[config.mk]
export PLATFORM = sky130hd
export DESIGN_NAME = seq_detector_p
export DESIGN_NICKNAME = d
export VERILOG_FILES = /design/src/rtl/seq_detector_p.sv
export SDC_FILE = /design/constraint.sdc
export NUM_CORES = 1
export LEC_CHECK = 0
export BUFFER_PORTS_ARGS = -buffer_cell sky130_fd_sc_hd__buf_2
export CORE_MARGIN = 3
export CORE_UTILIZATION = 60
export CTS_CLUSTER_SIZE = 25
export DETAILED_ROUTE_END_ITERATION = 8
export PLACE_DENSITY_LB_ADDON = 0.05
export SYNTH_ARGS = -nofsm -noshare
export SYNTH_HDL_FRONTEND = slang
export SYNTH_SLANG_ARGS = --single-unit
[constraint.sdc]
create_clock -name clk -period 7.3 [get_ports clk]
set_input_delay 0.73 -clock clk [delete_from_list [all_inputs] [get_ports clk]]
set_output_delay 0.73 -clock clk [all_outputs]
set_load 0.02 [all_outputs]
[src/rtl/seq_detector_p.sv]
// seq_detector_p: programmable serial pattern detector with overlap, non-overlap
// and one-shot modes, valid-qualified input and a saturating match counter.
module seq_detector_p #(
  parameter int PAT_W = 8,
  parameter int COUNT_W = 8,
  localparam int LEN_W = $clog2(PAT_W + 1)
) (
  input  logic               clk,
  input  logic               reset,
  input  logic               in,
  input  logic               in_valid,
  input  logic               enable,
  input  logic               cfg_we,
  input  logic [PAT_W-1:0]   cfg_pattern,
  input  logic [LEN_W-1:0]   cfg_len,
  input  logic [1:0]         cfg_mode,
  input  logic               rearm,
  input  logic               clr_count,
  output logic               match,
  output logic [COUNT_W-1:0] match_count,
  output logic               sat,
  output logic [1:0]         state
);
  typedef enum logic [1:0] {IDLE = 2'd0, SEARCH = 2'd1, HOLD = 2'd2} state_t;
  state_t state_q, state_d;
  logic [PAT_W-1:0] pat_q, pat_d, hist_q, hist_d, cand, mask;
  logic [LEN_W-1:0] len_q, len_d, fill_q, fill_d, len_c, fill_inc;
  logic [1:0] mode_q, mode_d;
  logic [COUNT_W-1:0] cnt_q, cnt_d;
  logic match_q, sat_q, sat_d, accept, hit;
  always_comb begin
    len_c = cfg_len == '0 ? LEN_W'(1) : cfg_len > LEN_W'(PAT_W) ? LEN_W'(PAT_W) : cfg_len;
    cand = {hist_q[PAT_W-2:0], in};
    mask = ~({PAT_W{1'b1}} << len_q);
    fill_inc = fill_q == LEN_W'(PAT_W) ? fill_q : fill_q + LEN_W'(1);
    accept = state_q == SEARCH && in_valid;
    hit = accept && ({1'b0, fill_q} + (LEN_W+1)'(1) >= {1'b0, len_q}) && ((cand ^ pat_q) & mask) == '0;
  end
  always_comb begin
    state_d = state_q;
    pat_d = pat_q;
    len_d = len_q;
    mode_d = mode_q;
    hist_d = hist_q;
    fill_d = fill_q;
    case (state_q)
      IDLE: begin
        hist_d = '0;
        fill_d = '0;
        if (cfg_we) begin
          pat_d = cfg_pattern;
          len_d = len_c;
          mode_d = cfg_mode;
        end
        if (enable) state_d = SEARCH;
      end
      SEARCH: begin
        if (!enable) begin
          state_d = IDLE;
          hist_d = '0;
          fill_d = '0;
        end else if (accept) begin
          hist_d = cand;
          // non-overlap restarts the fill so the next hit needs len fresh bits
          fill_d = hit && mode_q == 2'd1 ? '0 : fill_inc;
          if (hit && mode_q == 2'd2) state_d = HOLD;
        end
      end
      HOLD: begin
        if (!enable || rearm) begin
          state_d = enable ? SEARCH : IDLE;
          hist_d = '0;
          fill_d = '0;
        end
      end
      default: state_d = IDLE;
    endcase
  end
  always_comb begin
    cnt_d = clr_count ? (hit ? COUNT_W'(1) : '0) : hit && !(&cnt_q) ? cnt_q + COUNT_W'(1) : cnt_q;
    sat_d = !clr_count && (sat_q || &cnt_d);
  end
  always_ff @(posedge clk or posedge reset) begin
    if (reset) begin
      state_q <= IDLE;
      pat_q <= '0;
      len_q <= LEN_W'(1);
      mode_q <= '0;
      hist_q <= '0;
      fill_q <= '0;
      cnt_q <= '0;
      sat_q <= 1'b0;
      match_q <= 1'b0;
    end else begin
      state_q <= state_d;
      pat_q <= pat_d;
      len_q <= len_d;
      mode_q <= mode_d;
      hist_q <= hist_d;
      fill_q <= fill_d;
      cnt_q <= cnt_d;
      sat_q <= sat_d;
      match_q <= hit;
    end
  end
  assign match = match_q;
  assign match_count = cnt_q;
  assign sat = sat_q;
  assign state = state_q;
endmodule

# Word level (Yosys, flattened, before mapping)

Cells that the tools add are included.

Register bits after elaboration: 37
Input bits: 22

Add/subtract/negate cells: 3
Order comparisons: 2
Eq/ne operators: 10
Shift-type cells: 1
Mux-type cells: 22
Bitwise logic cells: 3
Reductions and logical operators: 22

Operators by type and width:

| operator                                                          | number |
|---|---|
| 4-bit two-way mux                                                 | 7 |
| 7-bit two-way mux                                                 | 3 |
| 7-bit one-hot mux with 3 select lines                             | 1 |
| 8-bit two-way mux                                                 | 2 |
| 8-bit AND reduction                                               | 2 |
| 4-bit one-hot mux with 3 select lines                             | 1 |
| 2-bit two-way mux                                                 | 5 |
| 8-bit by 1-bit adder with 8-bit output, second input constant     | 1 |
| 8-bit AND                                                         | 1 |
| 8-bit logical NOT                                                 | 1 |
| 8-bit NOT                                                         | 1 |
| 4-bit AND reduction                                               | 2 |
| 8-bit by 4-bit left shift with 8-bit output, first input constant | 1 |
| 8-bit bitwise XOR                                                 | 1 |
| 1-bit logical AND                                                 | 7 |
| 2-bit one-hot mux with 3 select lines                             | 1 |
| 4-bit by 1-bit adder with 5-bit output, second input constant     | 1 |
| 5-bit by 4-bit greater-or-equal comparator with 1-bit output      | 1 |
| 4-bit by 1-bit adder with 4-bit output, second input constant     | 1 |
| 2-bit by 1-bit == test with 1-bit output, second input constant   | 2 |
| 2-bit == test, second input constant                              | 2 |
| 4-bit == test, second input constant                              | 1 |
| 4-bit greater-than comparator, second input constant              | 1 |
| 4-bit logical NOT                                                 | 1 |
| 11 further kinds                                                  | 16 |

# Longest topological paths before layout

Gate-level depths: netlist of run 1.

Word-level depth: 11
Depth in mapped cells: 11

# Worst setup path after synthesis of run 1

OpenSTA, ideal clock, no wires.

Kind: reg2reg
Start: register fill_q[0]
End: register sat_q (netlist: sat)
Library setup time: 0.103 ns
Arrival time: 2.217 ns
Data required time: 7.197 ns
Setup slack: 4.979 ns
Stages on the path, launching flop included: 12
Buffers on the path: 2
Clock period less this slack: 2.321 ns
Path through: dfrtp_1 -> inv_1 -> ha_1 -> ha_1 -> a211oi_1 -> o21ai_0 -> and3_1 -> buf_6 -> clkbuf_8 -> a31oi_1 -> o211ai_1 -> o41ai_2

Word-level cells in the longest chain between the ends: 10
Elaborated cells on any way between the ends: 11
Those cells by class: 1 x add/sub; 1 x order compare; 3 x mux; 6 x reduce/logical

RTL lines:

| what                                                           | line | source |
|---|---|---|
| start, declared                                                | 27   | `logic [LEN_W-1:0] len_q, len_d, fill_q, fill_d, len_c, fill_inc;` |
| start signal, assigned                                         | 100  | `fill_q <= fill_d;` |
| 4-bit by 1-bit adder with 5-bit output *                       | 37   | `hit = accept && ({1'b0, fill_q} + (LEN_W+1)'(1) >= {1'b0, len_q}) && ((cand ^ pat_q) & mask) == '0;` |
| 5-bit by 4-bit greater-or-equal comparator with 1-bit output * | 37   |  |
| 1-bit logical AND * (2 in a row)                               | 37   |  |
| via hit                                                        | 30   | `logic match_q, sat_q, sat_d, accept, hit;` |
| 1-bit logical AND                                              | 80   | `cnt_d = clr_count ? (hit ? COUNT_W'(1) : '0) : hit && !(&cnt_q) ? cnt_q + COUNT_W'(1) : cnt_q;` |
| 8-bit two-way mux                                              | 80   |  |
| 8-bit two-way mux *                                            | 80   |  |
| 8-bit AND reduction *                                          | 81   | `sat_d = !clr_count && (sat_q \|\| &cnt_d);` |
| 1-bit logical OR *                                             | 81   |  |
| 1-bit logical AND *                                            | 81   |  |
| via sat_d                                                      | 30   |  |
| end signal, assigned                                           | 102  | `sat_q <= sat_d;` |
| end, declared                                                  | 30   |  |

Mark *: on every way through the listed nets, which the timed path passes. The rest lies on a longest branch.
A chain may end at the register's enable or synchronous reset.

# Worst setup path in the final report of run 1

Start: register fill_q[0]
End: register sat_q (netlist: sat)

Word-level cells in the longest chain between the ends: 10
Elaborated cells on any way between the ends: 11
Those cells by class: 1 x add/sub; 1 x order compare; 3 x mux; 6 x reduce/logical

RTL lines:

| what                                                           | line |
|---|---|
| 4-bit by 1-bit adder with 5-bit output *                       | 37 |
| 5-bit by 4-bit greater-or-equal comparator with 1-bit output * | 37 |
| 1-bit logical AND * (2 in a row)                               | 37 |
| 1-bit logical AND                                              | 80 |
| 8-bit two-way mux                                              | 80 |
| 8-bit two-way mux *                                            | 80 |
| 8-bit AND reduction *                                          | 81 |
| 1-bit logical OR *                                             | 81 |
| 1-bit logical AND *                                            | 81 |
| via sat_d                                                      | 30 |

Marked as above.

==> flow_summary.json, run 1 <==
{
  "cts_resized": 0,
  "synth_cell_types": 42,
  "cp-start-kind": "register",
  "synth-seq-area-share_pct": 45.7,
  "total_power_uw": 409,
  "clockRootBuffer": "clkbuf_4",
  "first_global_vias": 1572,
  "nFillCells": 241,
  "hold_violations": 0,
  "htreeDepth": 2,
  "cts.sinks": 37,
  "hold_path_class": "input port to asynchronous set/reset pin",
  "drcViolationCount": 0,
  "skew_ns": 0.00833,
  "ys_warn_count": 0,
  "leakage_uw": 0.00105,
  "cpMaxStageDelayCell": "and3_1",
  "maxSlewHeadroom_pct": 20.0,
  "hold_slack_ns": 0.462,
  "die_h_um": 64.2,
  "max_freq_ghz": 0.368,
  "cts_buffer_depth": 2,
  "avgSynthCellArea_sq_um": 9.62,
  "fin_setup_tns_ns": 0,
  "synth_edf_count": 0,
  "maxCapViolCount": 0,
  "cp.required_ns": 7.55,
  "io_buffers": 33,
  "ys.flop_type": "dfrtp_1",
  "cts_buffers": 5,
  "start_util_pct": 64.9,
  "cp-end-kind": "register",
  "cp_slowest_stage_delay_ns": 0.56,
  "setup_viol": 0,
  "layout.area.seq_sq_um": 927,
  "vias_per_cell": 5.60,
  "outcome": "completed",
  "multi_input_comb_area_sq_um": 1020,
  "row_count": 20,
  "final_cell_mix": "dfrtp_1 (36), buf_2 (33), nand2_1 (27), o21ai_0 (21), nor2_1 (17)",
  "grt_antenna_before_repair": 0,
  "crit_fanout": 16,
  "routabilityCongestion": 0.857,
  "fin_crit_ns": 2.72,
  "ir_drop_uv": 174,
  "grt_max_degree": 38,
  "drt_wl_total_um": 4160,
  "nNetsFinal": 274,
  "power.density_nw_per_um2": 179,
  "dp_hpwl_um": 3100,
  "period_share_pct": 37.2,
  "via_count": 1624,
  "rsz0062_at_grt": "no",
  "die_area_sq_um": 4120,
  "chipWidth_um": 64.2,
  "post-cts-setup-buffers": 0,
  "clk_latency_ns": 0.35,
  "final_common_cell": "dfrtp_1",
  "cts-hold-fix-buffers": 0,
  "critical_path_class": "register to register",
  "synthCells": 211,
  "syn-num-nets": 240,
  "crit_arrival_ns": 2.97,
  "grt_pass1_wl_um": 7190,
  "syn_to_final_growth_pct": 12.4,
  "first_iter_violations": 151,
  "worst_pin_slew_ns": 1.20,
  "grt_util_all_layers_pct": 22.3,
  "syn_area_sq_um": 2030,
  "synth-async-reset-ratio_pct": 100,
  "synth-seq-cells": 37,
  "firstDrtPassIters": 4,
  "core_area_sq_um": 3130,
  "grt-ovfl-total": 0,
  "wl_per_cell_um": 14.4,
  "layout-drive-gt1-share_pct": 23.2,
  "ant_nets": 0,
  "ioPinCount": 34,
  "path_cells": "ha_1 > xor2_1 > ha_1 > o21ai_0 > o21ai_0 > and3_1 > nand3_1 > xor2_1 > o41ai_2",
  "slew_violations": 0,
  "cts_tree": "done",
  "antenna_cells": 0,
  "clk_pin_slew_ns": 0.11
}
## worst paths after layout
path / start / end / slack, ns / cells past startpoint
worst max-delay path: fill_q[0] / sat / 4.58 / 9
worst min-delay path: reset / pat_q[5] / 0.46 / 3
worst max register to register: fill_q[0] / sat / 4.58 / 9
worst min register to register: sat / sat / 0.50 / 2
max in group asynchronous: reset / len_q[0] / 6.49 / 3
min in group clk: sat / sat / 0.50 / 2
## report_power, final
group,switching [uW],total (uW),internal (uW)
clock network,69.3,116,47.2
registers,14.1,232,218
logic,30.9,60.4,29.5
total,114,409,295
## flip-flops by register name, summed over array words and instances (netlist names)
register,flops
match_count,8
pat_q,8
hist_q,7
fill_q,4
len_q,4
mode_q,2
state,2
match,1
sat,1
## cells by family (layout without fill, tap and decap cells)
family / Yosys count / count (layout) / share of synthesized area [%]
mux: 9 / 9 / 4.93
flops: 37 / 37 / 45.7
simple gates: 74 / 74 / 17.6
xor+xnor: 15 / 15 / 6.47
fa+ha+maj: 7 / 7 / 4.31
buf+inv: 18 / 53 / 4.19
compound gates: 51 / 51 / 16.8
## critical path: cells and delay by family, from the launching register on
kind,cells,cell delay (ns)
AND/OR/NAND/NOR,2,0.74
flip-flops,1,0.44
XOR/XNOR,2,0.37
adder cells (fa/ha/maj),2,0.55
AO/OA/AOI/OAI,3,0.51
## per-layer routing
layer | GRT usage, % | vias up | wire [um]
met4 | 7.65 | 0 | 70
li1 | - | 799 | -
met2 | 36.8 | 40 | 2050
met5 | 0 | - | 0
met3 | 5.80 | 8 | 187
met1 | 28.5 | 777 | 1850
## layout make-up
| cell class | count | share of cell area, % |
|---|---|---|
| multi-input cells | 156 | 44.8 |
| flip-flops and latches | 37 | 40.6 |
| repair buffers | 34 | 7.57 |
| clock buffers | 7 | 2.41 |
| well taps | 44 | 2.41 |
| inverters | 11 | 1.81 |
| clock inverters | 1 | 0.329 |
## synthesized netlist by cell type (2+ instances only)
cell | instances | area, sq um
dfrtp_1 | 36 | 901
nand2_1 | 27 | 101
o21ai_0 | 21 | 105
nor2_1 | 17 | 63.8
inv_1 | 11 | 41.3
nand3_1 | 10 | 50.1
xnor2_1 | 9 | 78.8
mux2_2 | 8 | 90.1
ha_1 | 7 | 87.6
a21oi_1 | 6 | 30.0
xor2_1 | 6 | 52.6
a31oi_1 | 5 | 31.3
clkbuf_1 | 5 | 18.8
nor2b_1 | 4 | 25.0
and3_1 | 3 | 18.8
nand2b_1 | 3 | 18.8
nand3b_1 | 3 | 22.5
a211oi_1 | 2 | 15.0
a21o_1 | 2 | 15.0
and2_2 | 2 | 15.0
o22ai_1 | 2 | 12.5
o2bb2ai_1 | 2 | 17.5
## per-stage QoR
step / instances / utilization, % / instance area (sq um) / setup slack, ns
2_1_floorplan: 211 / - / 2030 / 4.98
3_3_place_gp: 282 / 71.0 / 2220 / 4.69
3_5_place_dp: 282 / 71.0 / 2220 / 4.57
4_1_cts: 290 / 73.0 / 2280 / 4.57
5_1_grt: 290 / 73.0 / 2280 / 4.40
6_report: 290 / 73.0 / 2280 / 4.58
(Power assumes the default switching activity.)
==> run 2, diff against run 1 <==
Settings changed: ABC_AREA from default to 1, CORE_UTILIZATION 60 to 56.
Clock period 7.3 ns to 2.7 ns, I/O delays scaled along.
==> flow_summary.json, run 2 <==
{
  "outcome": "completed",
  "final_area_sq_um": 2530,
  "antenna_cells": 0,
  "row_count": 22,
  "synth_cell_types": 28,
  "final_common_cell": "nand2_1",
  "syn-num-nets": 332,
  "ir_drop_uv": 364,
  "synthTopCellsByArea": "dfrtp_1 (41%), nand2_1 (14%), inv_1 (8.9%)",
  "clockRootBuffer": "clkbuf_8",
  "r2r_end": "fill_q[1]",
  "synth_edf_count": 0,
  "power.density_nw_per_um2": 675,
  "die_area_sq_um": 4730,
  "core_area_sq_um": 3720,
  "yosysTopAreaCellShare_pct": 40.9,
  "drcViolationCount": 0,
  "grt-ovfl-total": 0,
  "cp.required_ns": 2.87,
  "nNetsFinal": 371,
  "ant_nets": 0,
  "drt_wl_total_um": 4600,
  "clockPowerShare_pct": 22.4,
  "cts-hold-fix-buffers": 0,
  "syn_area_sq_um": 2200,
  "slew_violations": 0,
  "yosys.area.top_type": "dfrtp_1",
  "setup.worst_path.start": "fill_q[0]",
  "ys_warn_count": 0,
  "power_frac_seq_pct": 43.0,
  "r2r_cells": 17,
  "synthCells": 303,
  "fin_setup_tns_ns": 0,
  "rrSetupSlack_ns": 0.32,
  "cts_tree": "done",
  "clk_pin_slew_ns": 0.07,
  "r2r-start": "fill_q[0]",
  "synth-seq-area-share_pct": 42.1,
  "crit_arrival_ns": 2.55,
  "ioPinCount": 34,
  "routabilityCongestion": 0.978,
  "vias_per_cell": 5.01,
  "maxSlewHeadroom_pct": 60.7,
  "syn_to_final_growth_pct": 14.9,
  "via_count": 1955,
  "synth-seq-cells": 37,
  "synth_common_cells": "nand2_1 (84), inv_1 (52), dfrtp_1 (36)",
  "dp_hpwl_um": 3490,
  "grt_antenna_before_repair": 0,
  "setup_viol": 0,
  "layout-drive-gt1-share_pct": 20.2,
  "clk_latency_ns": 0.28,
  "leakage_uw": 0.00139,
  "nFillCells": 340,
  "yosysMostFrequentCell": "nand2_1",
  "avgSynthCellArea_sq_um": 7.28,
  "grt_max_degree": 38,
  "maxCapViolCount": 0,
  "critical_path_class": "register to register",
  "crit_fanout": 6,
  "cts_buffer_depth": 2,
  "p_int_uw": 1070,
  "hold_path_class": "input port to asynchronous set/reset pin",
  "hold_violations": 0,
  "htreeDepth": 2,
  "p_switching_uw": 644,
  "first_iter_violations": 166,
  "cts.sinks": 37,
  "power_frac_comb_pct": 34.5,
  "first_global_vias": 1775,
  "postPlaceCellArea_sq_um": 2440,
  "final_cell_mix": "nand2_1 (84), inv_1 (52), dfrtp_1 (36), buf_2 (33), nand3_1 (32)",
  "cts_buffers": 5,
  "grt_util_all_layers_pct": 22.0,
  "cp-start-kind": "register",
  "rsz0062_at_grt": "no",
  "io_buffers": 33,
  "synth-async-reset-ratio_pct": 100,
  "fin_crit_ns": 2.38,
  "start_util_pct": 59.3,
  "switching_share_pct": 37.6,
  "ys.flop_type": "dfrtp_1",
  "grt_pass1_wl_um": 7740,
  "max_freq_ghz": 0.420,
  "wl_per_cell_um": 11.8,
  "chipWidth_um": 68.7,
  "cp-end-kind": "register",
  "die_h_um": 68.7,
  "firstDrtPassIters": 5,
  "endpoint": "fill_q[1]",
  "skew_ns": 0.00292,
  "period_share_pct": 88.2,
  "worst_pin_slew_ns": 0.589
}
==> run 2: cell count changes after synthesis, moves of 5 or more <==
cell	delta
nand2_1	+57
xnor2_1	-8
inv_2	+6
inv_1	+41
mux2_2	-8
o21ai_0	-5
nand3_1	+22
a31oi_1	-5
nand2_2	+5
==> run 2: layout make-up <==
class | instances | area [sq um] | share of cell area (%)
Multi-Input combinational cell | 203 | 1050 | 41.4
Inverter | 59 | 223 | 8.79
Clock buffer | 7 | 86.3 | 3.41
Timing Repair Buffer | 36 | 188 | 7.41
Sequential cell | 37 | 927 | 36.6
Tap cell | 48 | 60.1 | 2.37
==> run 2: cell families after synthesis <==
group | count (synthesis) | synth area share [%]
buf+inv | 63 | 10.8
simple gates | 157 | 32.0
xor+xnor | 8 | 3.18
fa+ha+maj | 7 | 3.97
flops | 37 | 42.1
compound gates | 31 | 8.06
==> run 2: metrics by stage <==
| stage | util (%) | cells | hold WS [ns] | power (uW) | setup WS (ns) |
|---|---|---|---|---|---|
| floorplan | - | 303 | 0.336 | 1190 | 0.517 |
| global placement | 65.6 | 383 | 0.406 | 1320 | 0.346 |
| detailed placement | 65.6 | 383 | 0.403 | 1340 | 0.314 |
| CTS | 67.9 | 390 | 0.0919 | 1730 | 0.249 |
| global route | 68.2 | 390 | 0.149 | 1860 | 0.0305 |
| finish | 68.2 | 390 | 0.0814 | 1710 | 0.319 |
==> run 2: per-layer routing <==
metal  up-vias  share of wire (%)  track usage, %
met5         -                  0               0
met4         0                2.0            9.00
met3         7                5.6            5.19
met2        53                 44            33.7
met1       880                 48            29.8
li1       1015                  -               -
==> run 2: worst min-delay path by stage <==
stage | start | depth (start not counted) | slack [ns] | to
5_1_grt | reset | 3 | 0.15 | match_count[5]
3_5_place_dp | reset | 3 | 0.40 | fill_q[2]
6_report | reset | 3 | 0.08 | match_count[5]
3_3_place_gp | reset | 3 | 0.41 | fill_q[2]
4_1_cts | reset | 3 | 0.09 | match_count[5]
2_1_floorplan | clr_count | 1 | 0.34 | match_count[5]
==> run 2: power groups by stage <==
| stage | Clock (uW) | Combinational, uW | Sequential (uW) |
|---|---|---|---|
| 4_1_cts | 395 | 601 | 735 |
| 3_3_place_gp | 0 | 584 | 740 |
| 5_1_grt | 416 | 694 | 751 |
| 2_1_floorplan | 0 | 451 | 742 |
| 3_5_place_dp | 0 | 598 | 744 |
| 6_report | 384 | 591 | 736 |
==> run 2: timing repair <==
action,CTS,global route
resized for setup,0,2
setup buffers,0,0
endpoints found under the setup margin,0,1
==> run 2: worst max-delay path: stages, from the launching register on <==
cell,delay [ns]
dfrtp_1,0.41
ha_2,0.22
xor2_2,0.15
ha_1,0.30
a21oi_1,0.13
nand2_1,0.06
nand2_1,0.05
nand2_1,0.08
nand2_4,0.11
inv_2,0.06
nand2_2,0.11
o21ai_2,0.07
inv_2,0.10
nand3_2,0.07
nand2_2,0.08
clkinv_2,0.10
nand3_1,0.08
o21ai_1,0.06
==> run 3, diff against run 2 <==
Settings changed: CORE_UTILIZATION 56 to 50.
==> flow_summary.json, run 3 (synthesis results as in run 2) <==
{
  "outcome": "completed",
  "vias_per_cell": 4.93,
  "top_usage_layer": "met2",
  "grt_antenna_before_repair": 0,
  "maxCapViolCount": 0,
  "dp_hpwl_um": 3580,
  "r2r_end": "fill_q[0]",
  "routabilityCongestion": 0.853,
  "grtUsageMet2_pct": 29.4,
  "postPlaceCellArea_sq_um": 2450,
  "crit_fanout": 6,
  "cts_tree": "done",
  "critical_path_class": "register to register",
  "dp_cells": 386,
  "io_buffers": 33,
  "layout-drive-gt1-share_pct": 20.1,
  "worst_pin_slew_ns": 0.933,
  "htreeDepth": 2,
  "antenna_cells": 0,
  "leakage_uw": 0.00140,
  "dp_slack_ns": 0.290,
  "r2r_cells": 17,
  "met1_usage_pct": 27.6,
  "final_common_cell": "nand2_1",
  "cp.required_ns": 2.88,
  "hold_violations": 0,
  "die_area_sq_um": 5240,
  "hold_path_class": "input port to register",
  "fin_setup_tns_ns": 0,
  "final_cell_mix": "nand2_1 (84), inv_1 (52), dfrtp_1 (36), buf_2 (33), nand3_1 (32)",
  "cts_resized": 0,
  "cts_buffers": 5,
  "ir_drop_uv": 396,
  "ant_nets": 0,
  "cts_buffer_depth": 2,
  "via_count": 1943,
  "grt_pass1_wl_um": 8000,
  "power.density_nw_per_um2": 676,
  "cts.sinks": 37,
  "skew_ns": 0.00762,
  "drcViolationCount": 0,
  "nNetsFinal": 372,
  "row_count": 23,
  "ioPinCount": 34,
  "rrSetupSlack_ns": 0.29,
  "chipWidth_um": 72.4,
  "use_met3_pct": 4.57,
  "setup.worst_path.start": "fill_q[0]",
  "cp-start-kind": "register",
  "firstDrtPassIters": 6,
  "post-cts-setup-buffers": 0,
  "grt_util_all_layers_pct": 19.6,
  "clk_pin_slew_ns": 0.08,
  "nFillCells": 397,
  "grt-ovfl-total": 0,
  "cp-end-kind": "register",
  "slew_violations": 0,
  "maxSlewHeadroom_pct": 37.7,
  "first_iter_violations": 141,
  "r2r-start": "fill_q[0]",
  "wl_per_cell_um": 11.9,
  "drt_wl_total_um": 4680,
  "rsz0062_at_grt": "no",
  "core_area_sq_um": 4120,
  "start_util_pct": 53.6,
  "syn_to_final_growth_pct": 14.8,
  "endpoint": "fill_q[0]",
  "cts-hold-fix-buffers": 0,
  "fin_crit_ns": 2.41,
  "final_area_sq_um": 2530,
  "setup_viol": 0,
  "clockRootBuffer": "clkbuf_8",
  "first_global_vias": 1784,
  "die_h_um": 72.4,
  "total_power_uw": 1710,
  "finalNonFillerCells": 394,
  "layout_setup_ws_ns": 0.285,
  "max_freq_ghz": 0.414,
  "crit_arrival_ns": 2.59,
  "period_share_pct": 89.4,
  "grt_max_degree": 25,
  "clk_latency_ns": 0.29
}
run 3: cell count changes in the layout (fill, tap and decap cells not counted):
cell,change
buf_4,+1
xor2_1,+1
clkinv_2,+2
ha_1,+1
xor2_2,-1
clkbuf_8,-1
ha_2,-1
run 3: worst max-delay path: stages (launching register included):
cell	delay (ns)
dfrtp_1	0.41
ha_1	0.23
xor2_1	0.19
ha_1	0.28
a21oi_1	0.13
nand2_1	0.07
nand2_1	0.06
nand2_1	0.08
nand2_4	0.11
inv_2	0.06
nand2_2	0.10
o21ai_2	0.08
inv_2	0.12
nand3_2	0.07
nand2_2	0.08
clkinv_2	0.09
nand3_1	0.07
o21ai_1	0.07
run 3: metrics by stage:
stage,util [%],hold slack (ns)
4_1_cts,61.5,0.155
3_3_place_gp,59.5,0.469
3_5_place_dp,59.5,0.472
2_1_floorplan,-,0.336
6_report,61.5,0.162
5_1_grt,61.5,0.161
run 3: layout make-up:
class,count,area [sq um],area share (%)
Multi-Input combinational cell,203,1040,41.1
Sequential cell,37,927,36.6
Tap cell,50,62.6,2.47
Clock inverter,2,10.0,0.396
Inverter,59,223,8.80
Timing Repair Buffer,37,195,7.72
Clock buffer,6,72.6,2.87
run 3: metal layers:
metal,routed length [um],vias up
met5,0,-
met1,2300,856
li1,-,1019
met4,68,0
met2,2030,60
met3,285,8
run 3: power breakdown:
group	leakage (uW)	internal [uW]	switching [uW]
logic	0.000867	207	389
clock network	0.0000450	179	198
registers	0.000489	658	77.9
total	0.00140	1040	665
run 3: worst min-delay path by stage:
| stage | from | end | depth (start not counted) |
|---|---|---|---|
| 2_1_floorplan | clr_count | match_count[5] | 1 |
| 3_3_place_gp | clr_count | sat | 2 |
| 3_5_place_dp | clr_count | match_count[5] | 2 |
| 4_1_cts | clr_count | match_count[5] | 2 |
| 5_1_grt | clr_count | match_count[5] | 2 |
| 6_report | clr_count | match_count[5] | 2 |
